**config.mk**
```make
export PLATFORM = sky130hd
export DESIGN_NAME = boolean_unit_arbiter
export DESIGN_NICKNAME = d
export VERILOG_FILES = /design/src/rtl/boolean_unit_arbiter_pkg.sv /design/src/rtl/Dyadic_Boolean_Operator.sv /design/src/rtl/rr_priority_arbiter.sv /design/src/rtl/boolean_unit_arbiter.sv
export VERILOG_INCLUDE_DIRS = /design/src /design/src/rtl
export SDC_FILE = /design/constraint.sdc
export NUM_CORES = 1
export LEC_CHECK = 0
export ABC_AREA = 1
export CAP_MARGIN = 40
export CELL_PAD_IN_SITES_DETAIL_PLACEMENT = 1
export CELL_PAD_IN_SITES_GLOBAL_PLACEMENT = 1
export CORE_UTILIZATION = 26
export CTS_CLUSTER_SIZE = 30
export DETAILED_ROUTE_END_ITERATION = 16
export GPL_ROUTABILITY_DRIVEN = 0
export PLACE_DENSITY_LB_ADDON = 0.25
export SYNTH_ARGS = -nofsm -noshare
export SYNTH_HDL_FRONTEND = slang
export SYNTH_HIERARCHICAL = 1
export SYNTH_SLANG_ARGS = --single-unit
```
**constraint.sdc**
```tcl
create_clock -name clock -period 3.64 [get_ports clock]
set_clock_uncertainty 0.05 [all_clocks]
set_input_delay 0.91 -clock clock [delete_from_list [all_inputs] [get_ports clock]]
set_output_delay 0.91 -clock clock [all_outputs]
set_load 0.01 [all_outputs]
```
**src/rtl/Dyadic_Boolean_Operations.sv**
```systemverilog
// rtl/Dyadic_Boolean_Operations.sv - shared truth-table encodings for dyadic Boolean ops
`ifndef DYADIC_BOOLEAN_OPERATIONS_SV
`define DYADIC_BOOLEAN_OPERATIONS_SV

`define DBO_AND  4'b1000
`define DBO_OR   4'b1110
`define DBO_XOR  4'b0110
`define DBO_NAND 4'b0111
`define DBO_A    4'b1100
`define DBO_B    4'b1010
`define DBO_ZERO 4'b0000
`define DBO_ONE  4'b1111

`endif

```
**src/rtl/boolean_unit_arbiter_pkg.sv**
```systemverilog
// rtl/boolean_unit_arbiter_pkg.sv - op encodings and bit-level helper for the shared Boolean unit
package boolean_unit_arbiter_pkg;

`include "Dyadic_Boolean_Operations.sv"

    localparam logic [3:0] OP_AND  = `DBO_AND;
    localparam logic [3:0] OP_OR   = `DBO_OR;
    localparam logic [3:0] OP_XOR  = `DBO_XOR;
    localparam logic [3:0] OP_NAND = `DBO_NAND;
    localparam logic [3:0] OP_A    = `DBO_A;
    localparam logic [3:0] OP_B    = `DBO_B;
    localparam logic [3:0] OP_ZERO = `DBO_ZERO;
    localparam logic [3:0] OP_ONE  = `DBO_ONE;

    // The op is a truth table indexed by {a, b}.
    function automatic logic bool_bit(input logic [3:0] op, input logic a, input logic b);
        return op[{a, b}];
    endfunction

endpackage

```
**src/rtl/Dyadic_Boolean_Operator.sv**
```systemverilog
// rtl/Dyadic_Boolean_Operator.sv - bitwise truth-table Boolean unit
module Dyadic_Boolean_Operator
    import boolean_unit_arbiter_pkg::*;
#(
    parameter int WORD_WIDTH = 32
) (
    input  logic [3:0]            op,
    input  logic [WORD_WIDTH-1:0] a,
    input  logic [WORD_WIDTH-1:0] b,
    output logic [WORD_WIDTH-1:0] result
);

    always_comb begin
        result = '0;
        for (int k = 0; k < WORD_WIDTH; k++) begin
            result[k] = bool_bit(op, a[k], b[k]);
        end
    end

endmodule

```
**src/rtl/rr_priority_arbiter.sv**
```systemverilog
// rtl/rr_priority_arbiter.sv - one-hot winner search ascending from a rotating pointer
module rr_priority_arbiter #(
    parameter int REQUESTER_COUNT = 4,
    parameter int ID_WIDTH        = 2
) (
    input  logic [REQUESTER_COUNT-1:0] requests,
    input  logic [ID_WIDTH-1:0]        pointer,
    output logic [REQUESTER_COUNT-1:0] grant
);

    always_comb begin
        logic [ID_WIDTH:0] idx;
        logic              found;
        grant = '0;
        found = 1'b0;
        idx   = '0;
        for (int i = 0; i < REQUESTER_COUNT; i++) begin
            // Extra bit keeps the modulo wrap correct for non-power-of-two counts.
            idx = {1'b0, pointer} + (ID_WIDTH+1)'(i);
            if (idx >= (ID_WIDTH+1)'(REQUESTER_COUNT)) begin
                idx = idx - (ID_WIDTH+1)'(REQUESTER_COUNT);
            end
            if (!found && requests[idx[ID_WIDTH-1:0]]) begin
                grant[idx[ID_WIDTH-1:0]] = 1'b1;
                found = 1'b1;
            end
        end
    end

endmodule

```
**src/rtl/boolean_unit_arbiter.sv**
```systemverilog
// rtl/boolean_unit_arbiter.sv - round-robin sharing of one Boolean unit with a one-entry result register
module boolean_unit_arbiter
    import boolean_unit_arbiter_pkg::*;
#(
    parameter int WORD_WIDTH      = 32,
    parameter int REQUESTER_COUNT = 4,
    parameter int ID_WIDTH        = 2
) (
    input  logic                                 clock,
    input  logic                                 reset_n,
    input  logic [REQUESTER_COUNT-1:0]           req_valid,
    output logic [REQUESTER_COUNT-1:0]           req_ready,
    input  logic [4*REQUESTER_COUNT-1:0]         req_op,
    input  logic [WORD_WIDTH*REQUESTER_COUNT-1:0] req_a,
    input  logic [WORD_WIDTH*REQUESTER_COUNT-1:0] req_b,
    output logic                                 result_valid,
    input  logic                                 result_ready,
    output logic [WORD_WIDTH-1:0]                result_data,
    output logic [ID_WIDTH-1:0]                  result_id
);

    logic [ID_WIDTH-1:0]        ptr_q, ptr_d;
    logic                       result_valid_q, result_valid_d;
    logic [WORD_WIDTH-1:0]      result_data_q, result_data_d;
    logic [ID_WIDTH-1:0]        result_id_q, result_id_d;

    logic [REQUESTER_COUNT-1:0] winner;
    logic                       slot_free;
    logic                       grant;
    logic [ID_WIDTH-1:0]        grant_id;

    logic [3:0]                 op_arr [REQUESTER_COUNT];
    logic [WORD_WIDTH-1:0]      a_arr  [REQUESTER_COUNT];
    logic [WORD_WIDTH-1:0]      b_arr  [REQUESTER_COUNT];
    logic [3:0]                 sel_op;
    logic [WORD_WIDTH-1:0]      sel_a, sel_b, unit_result;

    rr_priority_arbiter #(
        .REQUESTER_COUNT(REQUESTER_COUNT),
        .ID_WIDTH       (ID_WIDTH)
    ) u_rr_priority_arbiter (
        .requests(req_valid),
        .pointer (ptr_q),
        .grant   (winner)
    );

    // The slot frees up in the same cycle the consumer takes the held result.
    assign slot_free = !result_valid_q || result_ready;
    assign req_ready = (reset_n && slot_free) ? winner : '0;
    assign grant     = |req_ready;

    always_comb begin
        grant_id = '0;
        for (int i = 0; i < REQUESTER_COUNT; i++) begin
            if (winner[i]) begin
                grant_id = ID_WIDTH'(i);
            end
        end
    end

    for (genvar i = 0; i < REQUESTER_COUNT; i++) begin : g_unpack
        assign op_arr[i] = req_op[4*i +: 4];
        assign a_arr[i]  = req_a[WORD_WIDTH*i +: WORD_WIDTH];
        assign b_arr[i]  = req_b[WORD_WIDTH*i +: WORD_WIDTH];
    end

    assign sel_op = op_arr[grant_id];
    assign sel_a  = a_arr[grant_id];
    assign sel_b  = b_arr[grant_id];

    Dyadic_Boolean_Operator #(
        .WORD_WIDTH(WORD_WIDTH)
    ) u_dyadic_boolean_operator (
        .op    (sel_op),
        .a     (sel_a),
        .b     (sel_b),
        .result(unit_result)
    );

    always_comb begin
        ptr_d          = ptr_q;
        result_valid_d = result_valid_q;
        result_data_d  = result_data_q;
        result_id_d    = result_id_q;
        if (grant) begin
            result_valid_d = 1'b1;
            result_data_d  = unit_result;
            result_id_d    = grant_id;
            ptr_d          = (grant_id == ID_WIDTH'(REQUESTER_COUNT-1)) ? '0 : grant_id + ID_WIDTH'(1);
        end else if (result_ready) begin
            result_valid_d = 1'b0;
        end
    end

    always_ff @(posedge clock or negedge reset_n) begin
        if (!reset_n) begin
            ptr_q          <= '0;
            result_valid_q <= 1'b0;
            result_data_q  <= '0;
            result_id_q    <= '0;
        end else begin
            ptr_q          <= ptr_d;
            result_valid_q <= result_valid_d;
            result_data_q  <= result_data_d;
            result_id_q    <= result_id_d;
        end
    end

    assign result_valid = result_valid_q;
    assign result_data  = result_data_q;
    assign result_id    = result_id_q;

endmodule

```
After elaboration in Yosys (flattened, before gate mapping)
Cells that the tools add are included.
Word-level totals
  bits in registers: 37
  memory bits (read-only): 0
  output and inout bits: 39
  input bits: 279
  bits in latches: 0
  RAM bits: 0
  memories kept: 0
  logic and storage cells: 184
Cells by class
  $lt $le $gt $ge: 45
  reductions and logical operators: 15
  eq/ne operators: 1
  div/mod/pow operators: 0
  multiplexer cells: 107
  shifts and indexed selects: 0
  add/sub/neg operators: 8
  bitwise gates (word level): 4
  multipliers: 0
Operators with widths (count)
  32-bit binary-select mux with 2-bit select: 2
  32-bit 2-to-1 mux: 4
  2-bit by 3-bit less-than comparator with 1-bit output, second input constant: 36
  1-bit binary-select mux with 2-bit select: 36
  1-bit 2-to-1 mux: 46
  4-bit 2-to-1 mux: 7
  2-bit 2-to-1 mux: 7
  3-bit greater-or-equal comparator, second input constant: 4
  4-bit OR: 3
  4-bit binary-select mux with 2-bit select: 1
  1-bit demux with 2-bit select: 4
  2-bit by 1-bit greater-or-equal comparator with 1-bit output, second input constant: 4
  1-bit logical AND: 8
  2-bit by 1-bit subtractor with 2-bit output, second input constant: 4
  2-bit by 2-bit adder with 3-bit output, second input constant: 2
  1-bit zero test: 4
  4-bit OR reduction: 1
  2-bit by 1-bit adder with 3-bit output, second input constant: 1
  2-bit by 3-bit greater-or-equal comparator with 1-bit output, second input constant: 1
  2-bit NOT with 3-bit output: 1
  2-bit by 1-bit adder with 2-bit output, second input constant: 1
  2-bit equality test, second input constant: 1
  2-bit nonzero test: 1
  1-bit logical OR: 1

Longest topological paths before layout
Gate-level depths: netlist of the first run.
  word-level depth: 23
  mapped depth: 24
  depth with buffers taken out: 21

By module
Netlist of the first run, hierarchy kept.
Modules (own cells, without submodules)
  boolean_unit_arbiter: cells each 985, area an instance 5023.6 µm², times used 1, seq. area each 925.9 µm²
  Dyadic_Boolean_Operator: cells each 304, area an instance 1316.3 µm², times used 1, seq. area each 0.0 µm²
  rr_priority_arbiter: cells each 73, area an instance 396.6 µm², times used 1, seq. area each 0.0 µm²

Least setup slack after synthesis of the first run
No wires, ideal clock.
  path type: input port to output port
  start point: in req_valid[3]
  end point: out req_ready[3]
  path slack: 493 ps
  data required time: 2680 ps
  stages on the path: 11
  data arrival time: 2187 ps
  buffers on the path: 2
  cell sequence: nand2_1 > nand3_2 > nand2_4 > nand2_4 > nor2_4 > nand2_1 > nand3_1 > inv_2 > buf_2 > buf_2 > nor2_1
Between the ends
  word-level cells in the longest chain between the ends: 13
  elaborated cells between the ends (all ways): 25
  those cells by class: 16 x mux; 3 x bitwise; 6 x reduce/logical
RTL lines
  from (decl): RTL line boolean_unit_arbiter.sv:11  | input logic [REQUESTER_COUNT-1:0] req_valid,
  1-bit binary-select mux with 2-bit select: RTL line rr_priority_arbiter.sv:23  | if (!found && requests[idx[ID_WIDTH-1:0]]) begin
  1-bit 2-to-1 mux (implied by the code): RTL line rr_priority_arbiter.sv:23
  1-bit 2-to-1 mux: RTL line rr_priority_arbiter.sv:23
  1-bit zero test: RTL line rr_priority_arbiter.sv:23
  1-bit logical AND: RTL line rr_priority_arbiter.sv:23
  1-bit 2-to-1 mux: RTL line rr_priority_arbiter.sv:23
  1-bit zero test: RTL line rr_priority_arbiter.sv:23
  1-bit logical AND: RTL line rr_priority_arbiter.sv:23
  1-bit 2-to-1 mux: RTL line rr_priority_arbiter.sv:23
  1-bit zero test: RTL line rr_priority_arbiter.sv:23
  1-bit logical AND: RTL line rr_priority_arbiter.sv:23
  4-bit 2-to-1 mux (*): RTL line rr_priority_arbiter.sv:23
  via winner[3]: RTL line boolean_unit_arbiter.sv:27  | logic [REQUESTER_COUNT-1:0] winner;
  4-bit 2-to-1 mux (*): RTL line boolean_unit_arbiter.sv:49  | assign req_ready = (reset_n && slot_free) ? winner : '0;
  to (decl): RTL line boolean_unit_arbiter.sv:12  | output logic [REQUESTER_COUNT-1:0] req_ready,
The timed path passes the listed nets; every way through them passes the cells marked *. The select of a mux whose other input is x is not followed.

Worst setup path in the final report of the first run
  start point: in req_valid[3]
  end point: out req_ready[1]
The elaborated chain is that of the path after synthesis.

==> results of run 1 <==
==> sequential cells by signal, summed over array words and instances (netlist names) <==
register / flops
ptr_q: 2
result_data: 32
result_id: 2
result_valid: 1
==> layout make-up <==
cell class | count | area [um2] | share of cell area
clock buffers | 7 | 143 | 0.0132
inverters | 359 | 1350 | 0.125
multi-input cells | 886 | 4010 | 0.371
flip-flops and latches | 37 | 926 | 0.0857
well taps | 330 | 413 | 0.0382
repair buffers | 383 | 3970 | 0.367
==> cells in the mapped netlist, drive strengths merged <==
cell    count
nand2     473
nand3     397
inv       359
buf        68
dfrtp      37
clkbuf     12
nor2        9
ha          7
==> cells by family (layout without fill, tap and decap cells) <==
group                      count (synthesis)  in the layout  share of synthesized area
buffers and inverters                    439            749                      0.277
DFF                                       37             37                      0.137
and+or+nand+nor                          879            879                      0.572
adders and majority gates                  7              7                     0.0130
==> stage by stage <==
stage / hold slack [ns] / utilization / worst slack [ns] / cells / instance area (um2)
after CTS: 0.424 / 0.424 / 0.0761 / 2002 / 10700
final: 0.417 / 0.427 / 0.147 / 2002 / 10800
after global placement: 0.404 / 0.419 / -0.139 / 1995 / 10600
after floorplan: 0.456 / - / 0.493 / 1362 / 6740
after global routing: 0.440 / 0.427 / -0.0179 / 2002 / 10800
after detailed placement: 0.411 / 0.419 / -0.198 / 1995 / 10600
==> layer usage <==
layer | global-route usage | share of wire | vias up
met5 | 0 | 0 | -
met4 | 0.0472 | 0.019 | 0
met3 | 0.0132 | 0.027 | 26
met2 | 0.416 | 0.51 | 187
met1 | 0.284 | 0.44 | 4311
li1 | - | - | 4685
==> worst max-delay path by stage <==
stage,startpoint,end,cells after the start
2_1_floorplan,req_valid[3],req_ready[3],11
3_3_place_gp,req_valid[3],req_ready[1],11
3_5_place_dp,req_valid[3],req_ready[1],12
4_1_cts,req_valid[3],req_ready[1],12
5_1_grt,req_valid[3],result_data[26],23
6_report,req_valid[3],req_ready[1],11
==> cell usage in the layout (no fill, tap or decap), drive strengths merged <==
cell type	n
nand2	473
nand3	397
inv	359
clkdlybuf4s50	310
buf	67
dfrtp	37
nor2	9
ha	7
clkbuf	7
dlygate4sd2	4
dlymetal6s2s	2
==> worst max-delay path, cell delays in order <==
cell	delay [ns]
clkdlybuf4s50_1	0.49
nand2_1	0.09
nand3_2	0.12
buf_4	0.13
nand3_1	0.08
nand2_1	0.09
inv_1	0.06
nand3_2	0.10
inv_1	0.06
nor2_1	0.11
dlygate4sd2_1	0.28
==> repair_timing <==
action	4_1_cts	5_1_grt
resized for setup	4	23
pin swaps	0	1
setup endpoints to repair	4	28
==> summary.md, run 1 <==
| Metric | Value |
|---|---|
| Buffers on Ports | `317` |
| RR Startpoint | `ptr_q[1]` |
| Worst path required time | `2.68 ns` |
| Worst Setup Start Kind | `input port` |
| Slew margin rel. | `0.679` |
| Post-route ant nets | `0` |
| Via count | `9209` |
| Final Max Slew Viols | `0` |
| Fill count | `3475` |
| Clock buffer count from CTS | `5` |
| Least-Margin Pin Slew | `0.482 ns` |
| Crit-path max FO | `3` |
| Ratio of cells with drive above 1 in the final layout | `0.0682` |
| Synthesized area per cell | `4.95 um2` |
| DR vias/cell | `4.60` |
| Area leader, netlist | `nand3_1` |
| Largest net degree at the start of global routing | `38` |
| CTS H-tree depth | `2` |
| Synthesized flop and latch total | `37` |
| R2R cell count | `24` |
| YS warnings | `6` |
| Syn Inst Count | `1362` |
| Fmax | `0.286 GHz` |
| Netlist cell types | `18` |
| Final hold violations | `0` |
| Period utilization | `0.960` |
| First-pass DRT Iterations | `4` |
| Remaining Overflow, GRT | `0` |
| Clk_lat worst skew | `0.27 ns` |
| Reg2reg end | `result_data[20]` |
| Final setup viols | `0` |
| Die ar. | `26600 um2` |
| First-pass GRT wire length | `47500 um` |
| CTS Hold Bufs | `0` |
| DR DRC count | `0` |
| Most area-consuming cells after synthesis | `nand3_1 (29%), nand2_1 (26%), inv_1 (20%), dfrtp_1 (14%), buf_2 (3.3%)` |
| Post-CTS Setup Bufs | `0` |
| Drt wl/cell | `15.1 um` |
| Worst Hold Endpoint | `result_data[23]` |
| Height of the die | `163 um` |
| Setup TNS | `0 ns` |
| Number of global-route vias before repair | `9310` |
| DRT iter0 DRCs | `460` |
| Final HPWL DP | `25400 um` |
| CTS tree | `built` |
| Initial core utilization | `0.266` |
| # diodes | `0` |
| I/O Pins | `318` |
| MaxCap Viol Count | `0` |
| Core area | `25300 um2` |
| Die X | `163 um` |
| FF-to-FF setup slack | `0.45 ns` |
| Syn Nets | `1648` |
| Register area share after synthesis | `0.137` |
| CP Capture Type | `output pin` |
| TritonCTS Sinks | `37` |
| Initial antenna violation count | `0` |
| Tot GR Track Use | `0.225` |
| Clk pin slew, worst setup/hold paths | `0.05 ns` |
| Worst hold start | `result_data[23]` |
| Clk root buf | `clkbuf_16` |
| Setup Crit Path Kind | `in2out` |
| Synth Cell Area | `6740 um2` |
| Status | `finished, final reports clean` |
| Clock tree buffer depth | `2` |
| Crit path time final | `3.49 ns` |
| Hold depth | `2` |
| Total Wirelength | `30200 um` |
| CP arrival | `2.53 ns` |
| Final #Nets | `1958` |
| Synth-to-layout area growth | `60.5%` |
| Share of the synthesized area in the top cell type | `0.293` |
| Row count | `58` |
| Tightest Hold Check Type | `reg2reg` |
Power of run 1 is left out: the tool's default activity adds up to more than one toggle a clock period on the data nets, which glitch-free logic cannot reach.
==> run 2: changes to the inputs <==
--- a/constraint.sdc
+++ b/constraint.sdc
@@ -4,2 +4,2 @@
 set_output_delay 0.91 -clock clock [all_outputs]
-set_load 0.01 [all_outputs]
+set_load 0.02 [all_outputs]
==> summary.md, run 2 (synthesized netlist as in run 1, its figures left out) <==
| Metric | Value |
|---|---|
| Status | `finished, final reports clean (unchanged)` |
| Initial antenna violation count | `0 (unchanged)` |
| DRT iter0 DRCs | `424 (was 460)` |
| CTS tree | `built (unchanged)` |
| Clock buffer count from CTS | `5 (unchanged)` |
| Fmax | `0.281 GHz (was 0.286 GHz)` |
| TritonCTS Sinks | `37 (unchanged)` |
| Via count | `9168 (was 9209)` |
| First-pass GRT wire length | `47500 um (about the same)` |
| Most frequent cells in the layout | `nand2_1 (448), nand3_1 (393), inv_1 (350) (was nand2_1 (448), nand3_1 (392), inv_1 (350))` |
| Clk root buf | `clkbuf_16 (unchanged)` |
| Ratio of cells with drive above 1 in the final layout | `0.0710 (was 0.0682)` |
| Worst path required time | `2.68 ns (about the same)` |
| Family with the most delay on the worst path | `simple AND/OR/NAND/NOR gates (was buffers and inverters)` |
| Finished Core Util | `0.430 (was 0.427)` |
| Number of global-route vias before repair | `9261 (was 9310)` |
| Slew margin rel. | `0.675 (was 0.679)` |
| Stages on worst setup path | `11 (unchanged)` |
| Clk_lat worst skew | `0.28 ns (was 0.27 ns)` |
| Drt wl/cell | `15.2 um (was 15.1 um)` |
| Least-Margin Pin Slew | `0.487 ns (was 0.482 ns)` |
| Post-route cell area | `10900 um2 (was 10800 um2)` |
| Worst Setup Start Kind | `input port (unchanged)` |
| Height of the die | `163 um (unchanged)` |
| Largest net degree at the start of global routing | `48 (was 38)` |
| WP buf/inv | `3 (was 5)` |
| Placed Area | `10600 um2 (about the same)` |
| Row count | `58 (unchanged)` |
| Most common cell after layout, fill and taps aside | `nand2_1 (unchanged)` |
| Clk pin slew, worst setup/hold paths | `0.06 ns (was 0.05 ns)` |
| Final setup viols | `0 (unchanged)` |
| Final hold violations | `0 (unchanged)` |
| DR vias/cell | `4.57 (was 4.60)` |
| Final #Nets | `1962 (was 1958)` |
| Remaining Overflow, GRT | `0 (unchanged)` |
| Worst path slowest cell | `clkdlybuf4s50_1 (unchanged)` |
| First-pass DRT Iterations | `4 (unchanged)` |
| Setup Crit Path Kind | `in2out (unchanged)` |
| Synth-to-layout area growth | `61.5% (was 60.5%)` |
| Worst path max stage delay | `0.45 ns (was 0.49 ns)` |
| Die ar. | `26600 um2 (unchanged)` |
| CTS H-tree depth | `2 (unchanged)` |
| CP Capture Type | `output pin (unchanged)` |
| Crit-path max FO | `5 (was 3)` |
| Post-route ant nets | `0 (unchanged)` |
| Total Wirelength | `30500 um (was 30200 um)` |
| # diodes | `0 (unchanged)` |
| Final HPWL DP | `25300 um (was 25400 um)` |
| Initial core utilization | `0.266 (unchanged)` |
| Tightest Hold Check Type | `reg2reg (unchanged)` |
| Clock tree buffer depth | `2 (unchanged)` |
| Crit path time final | `3.55 ns (was 3.49 ns)` |
| Final Max Slew Viols | `0 (unchanged)` |
| Die X | `163 um (unchanged)` |
| MaxCap Viol Count | `0 (unchanged)` |
| CP arrival | `2.59 ns (was 2.53 ns)` |
| Crit-path cells | `clkdlybuf4s50_1 > nand2_1 > nand3_2 > nand2_4 > nand2_4 > nor2_4 > nand2_1 > nand3_2 > inv_4 > nor2_1 > clkdlybuf4s15_1 (was clkdlybuf4s50_1 > nand2_1 > nand3_2 > buf_4 > nand3_1 > nand2_1 > inv_1 > nand3_2 > inv_1 > nor2_1 > dlygate4sd2_1)` |
| Worst Slack Setup Final | `0.0875 ns (was 0.147 ns)` |
| Tot GR Track Use | `0.224 (was 0.225)` |
| Core area | `25300 um2 (unchanged)` |
| I/O Pins | `318 (unchanged)` |
| Buffers on Ports | `317 (unchanged)` |
| Hold depth | `2 (unchanged)` |
| R2R cell count | `22 (was 24)` |
| Period utilization | `0.976 (was 0.960)` |
| Pre-CTS setup slack | `-0.224 ns (was -0.198 ns)` |
| Max reg flops | `32 (unchanged)` |
| DR DRC count | `0 (unchanged)` |
-- run 2: cell types whose count changed in the layout (fill, tap and decap cells not counted), moves of 2 or more --
cell             change
buf_12               -7
buf_16               +2
buf_4                +5
buf_6                +2
clkbuf_16            +2
clkdlybuf4s15_1      +2
dlygate4sd2_1        -2
inv_2                -2
inv_4                +2
-- run 2: layout make-up --
class,count,area (um2)
Clock inverter,2,37.5
Tap cell,330,413
Sequential cell,37,926
Clock buffer,6,139
Fill cell,3490,14400
Multi-Input combinational cell,886,4010
Timing Repair Buffer,387,4000
Inverter,359,1360
-- run 2: routing by layer --
metal / vias to the layer above / share of wire / global-route usage / routed length [um]
met5: - / 0 / 0 / 0
met3: 16 / 0.041 / 0.0201 / 1230
met4: 0 / 0.0098 / 0.0251 / 300
li1: 4690 / - / - / -
met2: 207 / 0.51 / 0.422 / 15700
met1: 4255 / 0.44 / 0.280 / 13300
-- run 2: final timing paths --
kind	to	slack [ns]	start
max in group asynchronous	result_data[6]	2.56	reset_n
worst max-delay path	req_ready[3]	0.09	req_valid[3]
worst max register to register	result_data[24]	0.42	ptr_q[1]
worst min register to register	result_data[21]	0.42	result_data[21]
min in group asynchronous	ptr_q[0]	0.63	reset_n
worst min-delay path	result_data[21]	0.42	result_data[21]
-- run 2: what timing repair did --
item	in CTS	in global routing
endpoints found under the setup margin	4	34
hold buffers	0	0
pin swaps	0	3
gates cloned	0	2
setup buffers	0	1
gates resized for setup	4	31
-- run 2: through the flow --
step / setup TNS [ns] / cells / hold slack, ns
detailed placement: -5.29 / 1996 / 0.410
CTS: 0 / 2004 / 0.424
global route: -0.194 / 2007 / 0.446
floorplan: 0 / 1362 / 0.512
global placement: -1.57 / 1996 / 0.406
finish: 0 / 2007 / 0.421
-- run 2: worst min-delay path: stages, from the launching register on --
cell and delay, ns:
dfrtp_1 0.34, nand2_1 0.05, nand2_1 0.04
Power of run 2 is left out for the same reason.
